<file path="config.mk">
export PLATFORM = sky130hd
export DESIGN_NAME = unidade_controle_rodadas
export DESIGN_NICKNAME = d
export VERILOG_FILES = /design/src/rtl/unidade_controle_rodadas_pkg.sv /design/src/rtl/contador_m.sv /design/src/rtl/unidade_controle_rodadas.sv
export SDC_FILE = /design/constraint.sdc
export NUM_CORES = 1
export LEC_CHECK = 0
export ABC_AREA = 1
export BUFFER_PORTS_ARGS = -buffer_cell sky130_fd_sc_hd__buf_2
export CORE_MARGIN = 3
export CORE_UTILIZATION = 50
export CTS_BUF_LIST = sky130_fd_sc_hd__clkbuf_8 sky130_fd_sc_hd__clkbuf_16
export DETAILED_ROUTE_END_ITERATION = 12
export PLACE_DENSITY = 0.71
export SLEW_MARGIN = 20
export SYNTH_ARGS = -nofsm -noshare
export SYNTH_HDL_FRONTEND = slang
export SYNTH_SLANG_ARGS = --single-unit
</file>
<file path="constraint.sdc">
create_clock -name clock -period 2.2 [get_ports clock]
set_input_delay 0.44 -clock clock [delete_from_list [all_inputs] [get_ports clock]]
set_output_delay 0.44 -clock clock [all_outputs]
set_load 0.1 [all_outputs]
</file>
<file path="src/rtl/unidade_controle_rodadas_pkg.sv">
// State encodings for the round-based memory game controller.
// The same codes drive the 7-segment debug display.
package unidade_controle_rodadas_pkg;

    typedef enum logic [3:0] {
        INICIAL        = 4'h0,
        PREPARACAO     = 4'h1,
        INICIA_RODADA  = 4'h2,
        ESPERA         = 4'h3,
        REGISTRA       = 4'h4,
        COMPARACAO     = 4'h5,
        PROXIMO        = 4'h6,
        PROXIMA_RODADA = 4'h7,
        FIM_ACERTO     = 4'hA,
        FIM_TIMEOUT    = 4'hC,
        FIM_ERRO       = 4'hE
    } estado_t;

    localparam logic [3:0] DB_ILEGAL = 4'hF;

    function automatic logic [3:0] db_codigo(input estado_t e);
        logic [3:0] c;
        case (e)
            INICIAL,
            PREPARACAO,
            INICIA_RODADA,
            ESPERA,
            REGISTRA,
            COMPARACAO,
            PROXIMO,
            PROXIMA_RODADA,
            FIM_ACERTO,
            FIM_TIMEOUT,
            FIM_ERRO: c = e;
            default:  c = DB_ILEGAL;
        endcase
        return c;
    endfunction

endpackage

</file>
<file path="src/rtl/contador_m.sv">
// Modulo-M counter with synchronous clear and count enable.
// o_fim flags the terminal value M-1.
module contador_m #(
    parameter  int M = 16,
    localparam int W = (M > 1) ? $clog2(M) : 1
) (
    input  logic         clock,
    input  logic         reset,
    input  logic         i_zera,
    input  logic         i_conta,
    output logic [W-1:0] o_q,
    output logic         o_fim
);

    logic [W-1:0] r_q;
    logic         w_fim;

    assign w_fim = (r_q == W'(M - 1));

    always_ff @(posedge clock or posedge reset) begin
        if (reset) begin
            r_q <= '0;
        end else if (i_zera) begin
            r_q <= '0;
        end else if (i_conta) begin
            r_q <= w_fim ? '0 : r_q + 1'b1;
        end
    end

    assign o_q   = r_q;
    assign o_fim = w_fim;

endmodule

</file>
<file path="src/rtl/unidade_controle_rodadas.sv">
// Moore control FSM for the memory-sequence game with rounds.
// Owns the address, round and play-timeout counters.
module unidade_controle_rodadas
    import unidade_controle_rodadas_pkg::*;
#(
    parameter  int N_JOGADAS      = 16,
    parameter  int TIMEOUT_CICLOS = 5000,
    parameter  bit TIMEOUT_EN     = 1'b1,
    localparam int AW             = $clog2(N_JOGADAS)
) (
    input  logic          clock,
    input  logic          reset,
    input  logic          i_iniciar,
    input  logic          i_jogada,
    input  logic          i_igual,
    output logic          o_zeraR,
    output logic          o_registraR,
    output logic [AW-1:0] o_endereco,
    output logic [AW-1:0] o_rodada,
    output logic          o_pronto,
    output logic          o_acertou,
    output logic          o_errou,
    output logic          o_timeout,
    output logic [3:0]    o_db_estado
);

    localparam int TW = (TIMEOUT_CICLOS > 1) ? $clog2(TIMEOUT_CICLOS) : 1;

    estado_t       r_estado;
    estado_t       w_proximo;
    logic [AW-1:0] r_endereco;
    logic [AW-1:0] r_rodada;
    logic [TW-1:0] w_timer;
    logic          w_timer_fim;
    logic          w_timer_zera;
    logic          w_timer_conta;
    logic          w_estouro;

    assign w_estouro = TIMEOUT_EN && (w_timer == TW'(TIMEOUT_CICLOS - 1));

    always_ff @(posedge clock or posedge reset) begin
        if (reset) begin
            r_estado <= INICIAL;
        end else begin
            r_estado <= w_proximo;
        end
    end

    always_comb begin
        w_proximo = INICIAL;
        case (r_estado)
            INICIAL:
                w_proximo = i_iniciar ? PREPARACAO : INICIAL;
            PREPARACAO:
                w_proximo = INICIA_RODADA;
            INICIA_RODADA:
                w_proximo = ESPERA;
            ESPERA:
                if (i_jogada)       w_proximo = REGISTRA;
                else if (w_estouro) w_proximo = FIM_TIMEOUT;
                else                w_proximo = ESPERA;
            REGISTRA:
                w_proximo = COMPARACAO;
            COMPARACAO:
                if (!i_igual)
                    w_proximo = FIM_ERRO;
                else if (r_endereco != r_rodada)
                    w_proximo = PROXIMO;
                else if (r_rodada == AW'(N_JOGADAS - 1))
                    w_proximo = FIM_ACERTO;
                else
                    w_proximo = PROXIMA_RODADA;
            PROXIMO:
                w_proximo = ESPERA;
            PROXIMA_RODADA:
                w_proximo = INICIA_RODADA;
            FIM_ACERTO:
                w_proximo = i_iniciar ? PREPARACAO : FIM_ACERTO;
            FIM_ERRO:
                w_proximo = i_iniciar ? PREPARACAO : FIM_ERRO;
            FIM_TIMEOUT:
                w_proximo = i_iniciar ? PREPARACAO : FIM_TIMEOUT;
            default:
                w_proximo = INICIAL;
        endcase
    end

    always_ff @(posedge clock or posedge reset) begin
        if (reset) begin
            r_endereco <= '0;
            r_rodada   <= '0;
        end else begin
            case (r_estado)
                PREPARACAO: begin
                    r_endereco <= '0;
                    r_rodada   <= '0;
                end
                INICIA_RODADA:  r_endereco <= '0;
                PROXIMO:        r_endereco <= r_endereco + 1'b1;
                PROXIMA_RODADA: r_rodada   <= r_rodada + 1'b1;
                default: ;
            endcase
        end
    end

    // Holding at the terminal value makes the timer saturate when timeout is off
    assign w_timer_zera  = (r_estado == PREPARACAO) ||
                           (r_estado == INICIA_RODADA) ||
                           (r_estado == REGISTRA) ||
                           (r_estado == PROXIMO);
    assign w_timer_conta = (r_estado == ESPERA) && !i_jogada && !w_timer_fim;

    contador_m #(
        .M (TIMEOUT_CICLOS)
    ) u_timer (
        .clock   (clock),
        .reset   (reset),
        .i_zera  (w_timer_zera),
        .i_conta (w_timer_conta),
        .o_q     (w_timer),
        .o_fim   (w_timer_fim)
    );

    always_comb begin
        o_zeraR     = 1'b0;
        o_registraR = 1'b0;
        o_pronto    = 1'b0;
        o_acertou   = 1'b0;
        o_errou     = 1'b0;
        o_timeout   = 1'b0;
        case (r_estado)
            INICIAL,
            PREPARACAO:  o_zeraR     = 1'b1;
            REGISTRA:    o_registraR = 1'b1;
            FIM_ACERTO: begin
                o_pronto  = 1'b1;
                o_acertou = 1'b1;
            end
            FIM_ERRO: begin
                o_pronto = 1'b1;
                o_errou  = 1'b1;
            end
            FIM_TIMEOUT: begin
                o_pronto  = 1'b1;
                o_timeout = 1'b1;
            end
            default: ;
        endcase
    end

    assign o_endereco  = r_endereco;
    assign o_rodada    = r_rodada;
    assign o_db_estado = db_codigo(r_estado);

endmodule

</file>
==> results.md <==
- Status: finished, final reports clean
- CTS tree: done
- Clock-pin slew on the worst setup and hold paths: 0.09 ns
- Critical path peak fanout: 9
- WP data required: 1.76 ns
- DRT iter0 DRCs: 91
- Cell Chain, Critical Path: o21ai_0, nand2_1, nand2_1, buf_4
- Min cycle time layout: 2.03 ns
- CP Class: register to output port
- Slew @ Worst Pin: 0.487 ns
- Port Buffers: 22
- Die width: 65.9 um
- Largest net degree at the start of global routing: 26
- Syn Inst Count: 257
- Initial antenna violation count: 0
- Worst ir drop on vdd: 0.000786 V
- Rel. slew slack: 0.677
- Cell mode on critical path: nand2_1
- Fin crit share: 0.923
- Post-Layout Cell Count: 324
- P_leak: 1.01 nW
- Worst-skew pair later-pin latency: 0.28 ns
- Crit end category: output port
- Highest routed metal layer: met4
- Synth area leader: dfrtp_1
- Reg2Reg Setup Slack: 0.45 ns
- DRT Wirelength: 3800 um
- Distinct cell type count after synthesis: 32
- Worst min-delay path category: primary input to async pin
- Final TNS setup: 0 ns
- WL per Instance: 11.7 um
- Top Ports: 23
- # fillers: 323
- Met2 WL: 1660 um
- Met3 wire length: 175 um
- Setup violators final: 0
- Crit-path slowest cell: dfrtp_2
- Clk root buf: clkbuf_8
- Total CTS buffers: 3
- First-pass GRT wire length: 6640 um
- Post-Layout Inst Area: 0.00202 mm2
- Synth Area per Inst: 6.99 um2
- Placed insts: 320
- Gpl congestion: 0.929
- Die Ht: 65.9 um
- Final hold vios: 0
- Syn. warnings: 0
- Num rows: 21
- Dpl cell area: 0.00196 mm2
- GRT Util Overall: 0.198
- CP top delay family: flip-flops
- Clock sink count: 25
- Worst path max stage delay: 0.50 ns
- Worst Path Buf+Inv: 1
- Clock Skew: 0.00137 ns
- Layout cells sized above 1: 0.205
- Fin nets: 287
- Antenna Cells: 0
- Met1 wire length: 1900 um
- Synth top area share: 0.348
- Yosys reg bits: 25
- R2R depth: 9
- Multi-input gate area: 0.00101 mm2
- Overall power: 2.37 mW
- Slew Limit Fails: 0
- Area of the mapped netlist: 0.00180 mm2
- Drt drc: 0
- Die area: 0.00435 mm2
- Cts hold-fix bufs: 0
- Clk buf depth: 2
- Max frequency: 0.493 GHz
- Register area share after synthesis: 0.348
- Worst path depth: 4
- Layout area overhead: 12.8%
- RSZ-0062 raised after global routing: no
- DP HPWL: 2870 um
- Vias in the first global route: 1427
- Grt ovf: 0
- Register area: 629 um2
- Via Count: 1626
- Drt pass-1 iters: 4
- DR vias/cell: 5.02
- PwrDens: 1170 mW/mm2
- H-tree levels: 1
- Core Region: 0.00339 mm2
- Worst hold slack: 0.191 ns
- Crit path arrival time: 1.59 ns
- Net Count, Synth: 265
- CP Launch Type: register
- Max_cap viols: 0
- Starting density of the core: 0.530
- DRT antenna net count: 0
- Area contributors post-synth: dfrtp_1, nand2_1, nor2_1
-- cells in the mapped netlist --
cell type   n
nand3b_1    2
nand2_4     2
a21oi_1     3
nor3_2      1
nand2_1    72
buf_6       2
buf_4       2
nor4_1      2
nor3_1      4
nor2_1     35
clkbuf_1    1
o211ai_1    1
nand3_1    24
o2111ai_1   1
inv_2       3
or2_2       1
o31ai_1     2
inv_1      27
o21ai_0    13
nor3_4      1
o21ai_2     4
inv_6       1
nand2_2     6
nor2_4      1
a22o_1      1
nand3_2     1
buf_12      1
xor2_1      7
nor2_2      3
ha_1        3
dfrtp_1    25
nand4_1     5
-- path summary, 6_finish.rpt --
kind                           startpoint              to
max                           r_estado[1]  o_db_estado[1]
min                                 reset  u_timer.o_q[5]
max reg2reg                u_timer.o_q[0]  u_timer.o_q[2]
min reg2reg                u_timer.o_q[1]  u_timer.o_q[1]
max in group asynchronous           reset     r_estado[3]
min in group clock                i_igual     r_estado[2]
-- sequential cells by signal, indices dropped and copies added (netlist names) --
| signal | cells |
|---|---|
| o_endereco | 4 |
| o_rodada | 4 |
| u_timer.o_q | 13 |
| r_estado | 4 |
-- repair_timing --
| action | CTS | global route |
|---|---|---|
| setup buffers | 0 | 0 |
| endpoints found under the setup margin | 3 | 8 |
| gates resized for setup | 3 | 5 |
-- placed cells by master, fill, tap and decap left out, types with 2 or more instances in the layout --
master	count
nand4_1	5
buf_2	15
nand2_2	6
dfrtp_2	3
nand3_1	24
nor2_1	33
dfrtp_1	22
nand2_1	72
a21oi_1	3
ha_1	3
clkbuf_4	2
o31ai_1	2
inv_2	3
clkbuf_8	3
o21ai_0	13
buf_4	4
nand2_4	2
inv_1	27
nand3b_1	2
xor2_1	7
nor2_2	5
buf_12	2
nor3_1	4
o21ai_2	4
-- stage by stage --
step / setup WS (ns) / utilization
floorplan: 0.0183 / -
global placement: 0.353 / 0.578
detailed placement: 0.301 / 0.578
CTS: 0.000769 / 0.595
global route: 0.0477 / 0.597
finish: 0.170 / 0.597
-- power by group --
group          switching (mW)  internal, mW  leakage, nW  total [mW]
Sequential              0.137         0.528        0.338       0.665
Clock                   0.161         0.129       0.0217       0.290
Combinational            1.13         0.291        0.653        1.42
-- layer usage --
metal,track usage,up-vias
li1,-,860
met1,0.301,724
met5,0,-
met4,0.0829,0
met3,0.0255,5
met2,0.278,37
-- tightest hold or removal path: stages --
cell   delay [ns]
buf_2        0.09
inv_1        0.04
buf_4        0.30
-- area by class of cell --
class                   instances  share of cell area
multi-input cells             195               0.498
well taps                      46              0.0284
flip-flops and latches         25               0.311
clock buffers                   3              0.0204
clock inverters                 1             0.00371
inverters                      31              0.0600
repair buffers                 23              0.0791
-- cells by family after synthesis --
logic type      count (synthesis)  synth area share
buf+inv                        37             0.102
compound gates                 25            0.0864
simple gates                  160             0.408
fa+ha+maj                       3            0.0209
xor+xnor                        7            0.0341
flops                          25             0.348
No activity file was read; power rests on OpenSTA's default activity.
